===== src/rtl/sao_lcu_streamer.sv =====
// Frame sequencer for the SAO core: reads pixels in LCU-raster order (raster inside
// each LCU) plus per-LCU SAO parameters, and streams them out under busy back-pressure.
module sao_lcu_streamer #(
    parameter int PIX_W  = 8,
    parameter int IMG_W  = 128,
    parameter int IMG_H  = 128,
    parameter int ADDR_W = 14,
    parameter int LCU_W  = 3,
    parameter int PAR_AW = 6
) (
    input  logic              clk,
    input  logic              reset,
    input  logic              start,
    input  logic [1:0]        lcu_size_cfg,
    output logic [ADDR_W-1:0] pix_addr,
    input  logic [PIX_W-1:0]  pix_rdata,
    output logic [PAR_AW-1:0] par_addr,
    input  logic [23:0]       par_rdata,
    input  logic              busy,
    output logic              in_en,
    output logic [PIX_W-1:0]  din,
    output logic [1:0]        sao_type,
    output logic [4:0]        sao_band_pos,
    output logic              sao_eo_class,
    output logic [15:0]       sao_offset,
    output logic [LCU_W-1:0]  lcu_x,
    output logic [LCU_W-1:0]  lcu_y,
    output logic [1:0]        lcu_size,
    output logic              active,
    output logic              done
);

    typedef enum logic [2:0] {
        S_IDLE,
        S_FILL,
        S_STREAM,
        S_DRAIN,
        S_DONE
    } state_t;

    state_t             state_q, state_d;
    logic [1:0]         size_q, size_d;
    logic [5:0]         px_q, px_d, py_q, py_d;
    logic [LCU_W-1:0]   lx_q, lx_d, ly_q, ly_d;
    logic               in_en_q, in_en_d;
    logic [PIX_W-1:0]   din_q, din_d;
    logic [1:0]         type_q, type_d;
    logic [4:0]         band_q, band_d;
    logic               eo_q, eo_d;
    logic [15:0]        off_q, off_d;
    logic [LCU_W-1:0]   lcu_x_q, lcu_x_d, lcu_y_q, lcu_y_d;
    logic               active_q, active_d;
    logic               done_q, done_d;

    logic [5:0]         px_max;
    logic [LCU_W-1:0]   lx_max, ly_max;
    logic               adv, last_pix;
    logic [31:0]        side_d, row_d, col_d;

    assign px_max   = 6'((32'd16 << size_q) - 32'd1);
    assign lx_max   = LCU_W'((32'(IMG_W) >> (32'd4 + 32'(size_q))) - 32'd1);
    assign ly_max   = LCU_W'((32'(IMG_H) >> (32'd4 + 32'(size_q))) - 32'd1);
    assign adv      = !in_en_q || !busy;
    assign last_pix = (px_q == px_max) && (py_q == px_max) && (lx_q == lx_max) && (ly_q == ly_max);

    always_comb begin
        state_d  = state_q;
        size_d   = size_q;
        px_d     = px_q;
        py_d     = py_q;
        lx_d     = lx_q;
        ly_d     = ly_q;
        in_en_d  = in_en_q;
        din_d    = din_q;
        type_d   = type_q;
        band_d   = band_q;
        eo_d     = eo_q;
        off_d    = off_q;
        lcu_x_d  = lcu_x_q;
        lcu_y_d  = lcu_y_q;
        active_d = active_q;
        done_d   = 1'b0;
        case (state_q)
            S_IDLE: begin
                px_d = '0;
                py_d = '0;
                lx_d = '0;
                ly_d = '0;
                if (start) begin
                    size_d   = (lcu_size_cfg == 2'd3) ? 2'd0 : lcu_size_cfg;
                    active_d = 1'b1;
                    state_d  = S_FILL;
                end
            end
            S_FILL: state_d = S_STREAM;
            S_STREAM: begin
                if (adv) begin
                    // Counters hold the address whose data is on pix_rdata now.
                    in_en_d = 1'b1;
                    din_d   = pix_rdata;
                    if (px_q == '0 && py_q == '0) begin
                        type_d  = par_rdata[23:22];
                        band_d  = par_rdata[21:17];
                        eo_d    = par_rdata[16];
                        off_d   = par_rdata[15:0];
                        lcu_x_d = lx_q;
                        lcu_y_d = ly_q;
                    end
                    if (last_pix) begin
                        state_d = S_DRAIN;
                    end else if (px_q != px_max) begin
                        px_d = px_q + 6'd1;
                    end else begin
                        px_d = '0;
                        if (py_q != px_max) begin
                            py_d = py_q + 6'd1;
                        end else begin
                            py_d = '0;
                            if (lx_q != lx_max) begin
                                lx_d = lx_q + LCU_W'(1);
                            end else begin
                                lx_d = '0;
                                ly_d = ly_q + LCU_W'(1);
                            end
                        end
                    end
                end
            end
            S_DRAIN: begin
                if (!busy) begin
                    in_en_d = 1'b0;
                    px_d    = '0;
                    py_d    = '0;
                    lx_d    = '0;
                    ly_d    = '0;
                    state_d = S_DONE;
                end
            end
            S_DONE: begin
                done_d   = 1'b1;
                active_d = 1'b0;
                state_d  = S_IDLE;
            end
            default: state_d = S_IDLE;
        endcase
    end

    // SRAM addresses come from the next count so a 1-cycle read lands on the capture edge.
    assign side_d   = 32'd16 << size_d;
    assign row_d    = 32'(ly_d) * side_d + 32'(py_d);
    assign col_d    = 32'(lx_d) * side_d + 32'(px_d);
    assign pix_addr = ADDR_W'(row_d * 32'(IMG_W) + col_d);
    assign par_addr = PAR_AW'(32'(ly_d) * (32'(IMG_W) >> (32'd4 + 32'(size_d))) + 32'(lx_d));

    always_ff @(posedge clk) begin
        if (reset) begin
            state_q  <= S_IDLE;
            size_q   <= '0;
            px_q     <= '0;
            py_q     <= '0;
            lx_q     <= '0;
            ly_q     <= '0;
            in_en_q  <= 1'b0;
            din_q    <= '0;
            type_q   <= '0;
            band_q   <= '0;
            eo_q     <= 1'b0;
            off_q    <= '0;
            lcu_x_q  <= '0;
            lcu_y_q  <= '0;
            active_q <= 1'b0;
            done_q   <= 1'b0;
        end else begin
            state_q  <= state_d;
            size_q   <= size_d;
            px_q     <= px_d;
            py_q     <= py_d;
            lx_q     <= lx_d;
            ly_q     <= ly_d;
            in_en_q  <= in_en_d;
            din_q    <= din_d;
            type_q   <= type_d;
            band_q   <= band_d;
            eo_q     <= eo_d;
            off_q    <= off_d;
            lcu_x_q  <= lcu_x_d;
            lcu_y_q  <= lcu_y_d;
            active_q <= active_d;
            done_q   <= done_d;
        end
    end

    assign in_en        = in_en_q;
    assign din          = din_q;
    assign sao_type     = type_q;
    assign sao_band_pos = band_q;
    assign sao_eo_class = eo_q;
    assign sao_offset   = off_q;
    assign lcu_x        = lcu_x_q;
    assign lcu_y        = lcu_y_q;
    assign lcu_size     = size_q;
    assign active       = active_q;
    assign done         = done_q;

endmodule


===== config.mk =====
export PLATFORM = sky130hd
export DESIGN_NAME = sao_lcu_streamer
export DESIGN_NICKNAME = d
export VERILOG_FILES = /design/src/rtl/sao_lcu_streamer.sv
export SDC_FILE = /design/constraint.sdc
export NUM_CORES = 1
export LEC_CHECK = 0
export ABC_CLOCK_PERIOD_IN_PS = 4800
export CAP_MARGIN = 40
export CORE_MARGIN = 4
export CORE_UTILIZATION = 45
export DETAILED_ROUTE_END_ITERATION = 16
export PLACE_DENSITY = 0.77
export SLEW_MARGIN = 5
export SYNTH_ARGS = -nofsm -noshare
export SYNTH_HDL_FRONTEND = slang
export SYNTH_SLANG_ARGS = --single-unit

===== constraint.sdc =====
create_clock -name clk -period 4.8 [get_ports clk]
set_input_delay 0.72 -clock clk [delete_from_list [all_inputs] [get_ports clk]]
set_output_delay 0.72 -clock clk [all_outputs]
set_load 0.03 [all_outputs]

==> results summary <==
The detailed router finished its first iteration with 207 violations. The number of global-route vias before repair was 4,146. The worst min-delay path category is register to register. The portion of the clock cycle consumed by the worst path in the final layout came out at 108%. In the synthesized netlist, the number of instances is 510.

The synthesized design spends more area on one cell type than any other, namely sky130_fd_sc_hd__dfxtp_1. Counting flops and latches in the post-synthesis netlist gives 64. The worst register-to-register path has a depth of 9. The number of maximum-capacitance constraint violations came out at 0. The fmax came out at 193 MHz. The number of buffers created by CTS came out at 9.

The area growth from synthesis to layout is 56.3%. The final reports fail on negative setup slack. In the final layout, the share of cells above drive strength 1 is 27.8%.

Detailed routing inserted a total of 4,309 vias. Along the worst path, the maximum fanout reaches 11. The post-placement setup slack came out at -643 ps. In this run the tightest slew margin relative to its limit is 58.3%.

The kind of critical path is register to primary output. The cell at the slowest stage of the critical path is sky130_fd_sc_hd__fa_1. In this run, synthesis inferred 0 flip-flops with an integrated enable. The maximum number of pins on one net before global-route repair came out at 34. The last weighted congestion value of the routability-driven placer is 0.900. The total iterations of the first detailed-routing run came out at 4. The power per cell area is 214 nW/µm².

The synthesized area is 4040 µm². The category of cells accounting for the largest share of critical-path delay is adder cells. The H-tree depth reported by CTS came out at 3. In this run the most critical hold path is launched from lcu_y[2]. STA classifies the critical path startpoint as a register. The synthesized netlist contains 60 unique library cells. The count of buffers added on input and output ports is 100. The number of buffer and inverter stages on the critical path came out at 3.

After layout, the minimum clock period comes to 5190 ps. The number of nets in the final layout came out at 768. The overall track demand over capacity in global routing is 24.0%. The data arrival time of the critical path is 4470 ps. The final setup slack of the worst path came out at -385 ps. The final max-slew violation count is 0. The worst hold path was traced through 2 stages. In the final routed layout, each cell accounts on average for 15.7 µm. The delay of the slowest critical-path stage came out at 550 ps. At the pin with the least slew margin, the transition time is 626 ps. The net count after synthesis came out at 589. Summed over all layers, the routed wires come to 12,600 µm.

The die boundary width came out at 103 µm. Tracing the worst setup path back leads to its startpoint at lcu_size[0]. The final-layout worst hold slack came out at 449 ps. Among all flip-flop cells after synthesis, the most frequent one is sky130_fd_sc_hd__dfxtp_1. The synthesized area divided by synthesized cell count is 7.91 µm².

For this design the static power due to leakage is 0.00274 µW. For hold timing, the worst endpoint is lcu_y[2]. Using the TritonRoute via totals, the vias-per-cell ratio works out to 5.37.

The top cell type by area accounts for 31.8% of the synthesized area. The reg2reg setup slack is 2250 ps. The count of antenna-violating nets left after detailed routing came out at 0. The highest ir drop seen on vdd is 0.153 mV. The share of the yosys chip area belonging to registers came out at 31.8%.

After clock tree synthesis, the clock-pin slew on the worst setup and hold paths is 70 ps. The initial antenna violation count is 0. Setup repair after global routing could not meet its margin everywhere.

Sorting the synthesized cells by area gives the leading types as sky130_fd_sc_hd__dfxtp_1 (32%), sky130_fd_sc_hd__nand2_1 (9.7%), sky130_fd_sc_hd__ha_1 (9.6%). 0 antenna diodes ended up in the layout. The number of filler instances in the final layout came out at 632.

The area of the die is 10,500 µm². The sum of negative setup slack came out at -1780 ps. The reg-to-reg startpoint is lcu_size[0].

The post-route clock skew is 11.3 ps. 101 I/O pins were placed. For this run the aggregate overflow at the end of global routing stands at 0. Walking the worst path, the cells encountered are xor2_1 > nand4b_1 > buf_4 > nand2_1 > nor4b_1 > o211a_1 > or2_2 > fa_1 > fa_1 > inv_1 > fa_2 > a21o_1 > a21oi_2 > xnor2_2 > xnor2_2 > buf_6. Of all flip-flops after synthesis, the portion carrying an async set or reset was 0%.

The total power of the final layout is 1350 µW. The clock tree from TritonCTS is built. The vertical die dimension came out at 103 µm. The buffer levels on the longest clock path is 2. The number of failing setup endpoints in the final timing report is 8. The first-pass GRT wire length came out at 20,000 µm.

The run finished, with violations left. The sort of element at the end of the critical path is a primary output. The detailed-placement wirelength estimate is 9750 µm. During synthesis, Yosys emitted a total of 0 warnings. For the worst setup path, the data required time is 4080 ps. The placeable core area came out at 8720 µm². The endpoint identified for the worst register-to-register timing path is py_q[5]. The starting density of the core is 46.3%. The clock root buffer master is sky130_fd_sc_hd__clkbuf_8. The final hold violation count came out at 0. The number of sinks driven by the clock tree is 64. At the later pin of the worst-skew pair, clock insertion delay measures 340 ps. The standard-cell row count came out at 34. For this run, design rule violations remaining after detail routing come to 0.
==> repair_timing <==
item	in CTS	in global routing
gates cloned	0	0
pin swaps	7	8
endpoints found under the setup margin	10	10
hold buffers	0	0
gates resized for setup	32	12
buffers inserted	4	0
==> Yosys cell counts, types with 5 or more instances <==
library cell,n
sky130_fd_sc_hd__nand2_1,104
sky130_fd_sc_hd__dfxtp_1,64
sky130_fd_sc_hd__a21oi_1,60
sky130_fd_sc_hd__nor2_1,35
sky130_fd_sc_hd__ha_1,31
sky130_fd_sc_hd__inv_1,28
sky130_fd_sc_hd__o21ai_0,18
sky130_fd_sc_hd__clkbuf_1,16
sky130_fd_sc_hd__xnor2_1,16
sky130_fd_sc_hd__fa_1,10
sky130_fd_sc_hd__nand3_1,9
sky130_fd_sc_hd__a31oi_1,7
sky130_fd_sc_hd__and3_1,7
sky130_fd_sc_hd__nor3_1,7
sky130_fd_sc_hd__a21o_1,6
sky130_fd_sc_hd__buf_4,6
sky130_fd_sc_hd__nor2b_1,6
sky130_fd_sc_hd__nor4b_1,6
sky130_fd_sc_hd__or2_2,5
==> state kept, by name, summed over array words and instances (netlist names) <==
signal        flops
state_q           3
sao_offset       16
sao_eo_class      1
lcu_size          2
lcu_y             3
px_q              6
din               8
active            1
sao_band_pos      5
ly_q              3
lcu_x             3
done              1
sao_type          2
lx_q              3
in_en             1
py_q              6
==> layer usage <==
| metal | GRT usage, % | part of all wire [%] | up-vias |
|---|---|---|---|
| met1 | 29.7 | 42 | 2024 |
| met4 | 7.16 | 2.3 | 0 |
| li1 | - | - | 2115 |
| met2 | 42.1 | 51 | 144 |
| met3 | 4.87 | 5.4 | 26 |
| met5 | 0 | 0 | - |
==> stage by stage <==
step                util, %  std cells  instance area [µm²]
floorplan                 -        510                 4190
global placement       66.5        779                 5800
detailed placement     67.2        782                 5860
CTS                    71.7        802                 6250
global route           72.3        802                 6310
finish                 72.3        802                 6310
==> cells in the final DEF, fill, tap and decap left out, types with 4 or more instances in the layout <==
cell                              instances
sky130_fd_sc_hd__a21o_1                   6
sky130_fd_sc_hd__a21oi_1                 57
sky130_fd_sc_hd__a31oi_1                  7
sky130_fd_sc_hd__and3_1                   5
sky130_fd_sc_hd__buf_4                   99
sky130_fd_sc_hd__clkbuf_8                11
sky130_fd_sc_hd__clkdlybuf4s50_1         85
sky130_fd_sc_hd__dfxtp_1                 56
sky130_fd_sc_hd__dfxtp_2                  6
sky130_fd_sc_hd__fa_1                     8
sky130_fd_sc_hd__ha_1                    28
sky130_fd_sc_hd__inv_1                   27
sky130_fd_sc_hd__nand2_1                102
sky130_fd_sc_hd__nand3_1                  7
sky130_fd_sc_hd__nand3b_1                 4
sky130_fd_sc_hd__nor2_1                  30
sky130_fd_sc_hd__nor2_2                   4
sky130_fd_sc_hd__nor2b_1                  5
sky130_fd_sc_hd__nor3_1                   4
sky130_fd_sc_hd__o21ai_0                 14
sky130_fd_sc_hd__o21ai_1                  4
sky130_fd_sc_hd__or2_2                    4
sky130_fd_sc_hd__xnor2_1                 10
sky130_fd_sc_hd__xnor2_2                  6
sky130_fd_sc_hd__xor2_1                   4
==> worst max-delay path by stage <==
| stage | endpoint | slack (ps) | cells past startpoint |
|---|---|---|---|
| finish | par_addr[5] | -390 | 16 |
| global route | par_addr[5] | -610 | 16 |
| CTS | pix_addr[13] | -400 | 21 |
| detailed placement | pix_addr[13] | -640 | 20 |
| global placement | par_addr[5] | -550 | 16 |
| floorplan | pix_addr[13] | -50 | 21 |
==> layout make-up <==
type / instances / area, µm² / share of cell area (%)
timing repair buffer: 195 / 1750 / 27.7
clock buffer: 11 / 151 / 2.40
inverter: 28 / 105 / 1.67
clock inverter: 5 / 86.3 / 1.37
multi-input combinational: 391 / 2780 / 44.1
sequential: 64 / 1300 / 20.6
tap: 108 / 135 / 2.14
==> cells by family after synthesis <==
logic type / after synthesis / synth area share, %
AND/OR/NAND/NOR: 209 / 24.4
AO/OA/AOI/OAI: 120 / 18.4
flip-flops: 64 / 31.8
buffers and inverters: 55 / 6.29
adder cells (fa/ha/maj): 41 / 14.6
XOR/XNOR: 20 / 4.34
multiplexers: 1 / 0.248
==> report_power, final <==
group          switching [µW]  internal (µW)
logic                     129            110
registers                12.5            548
clock network             226            326
total                     367            984
==> tightest hold or removal path: stages (launching register included) <==
cell	delay, ps
sky130_fd_sc_hd__dfxtp_1	310
sky130_fd_sc_hd__nand2_1	50
sky130_fd_sc_hd__a21oi_1	50
Power figures use the tool's default switching activity.
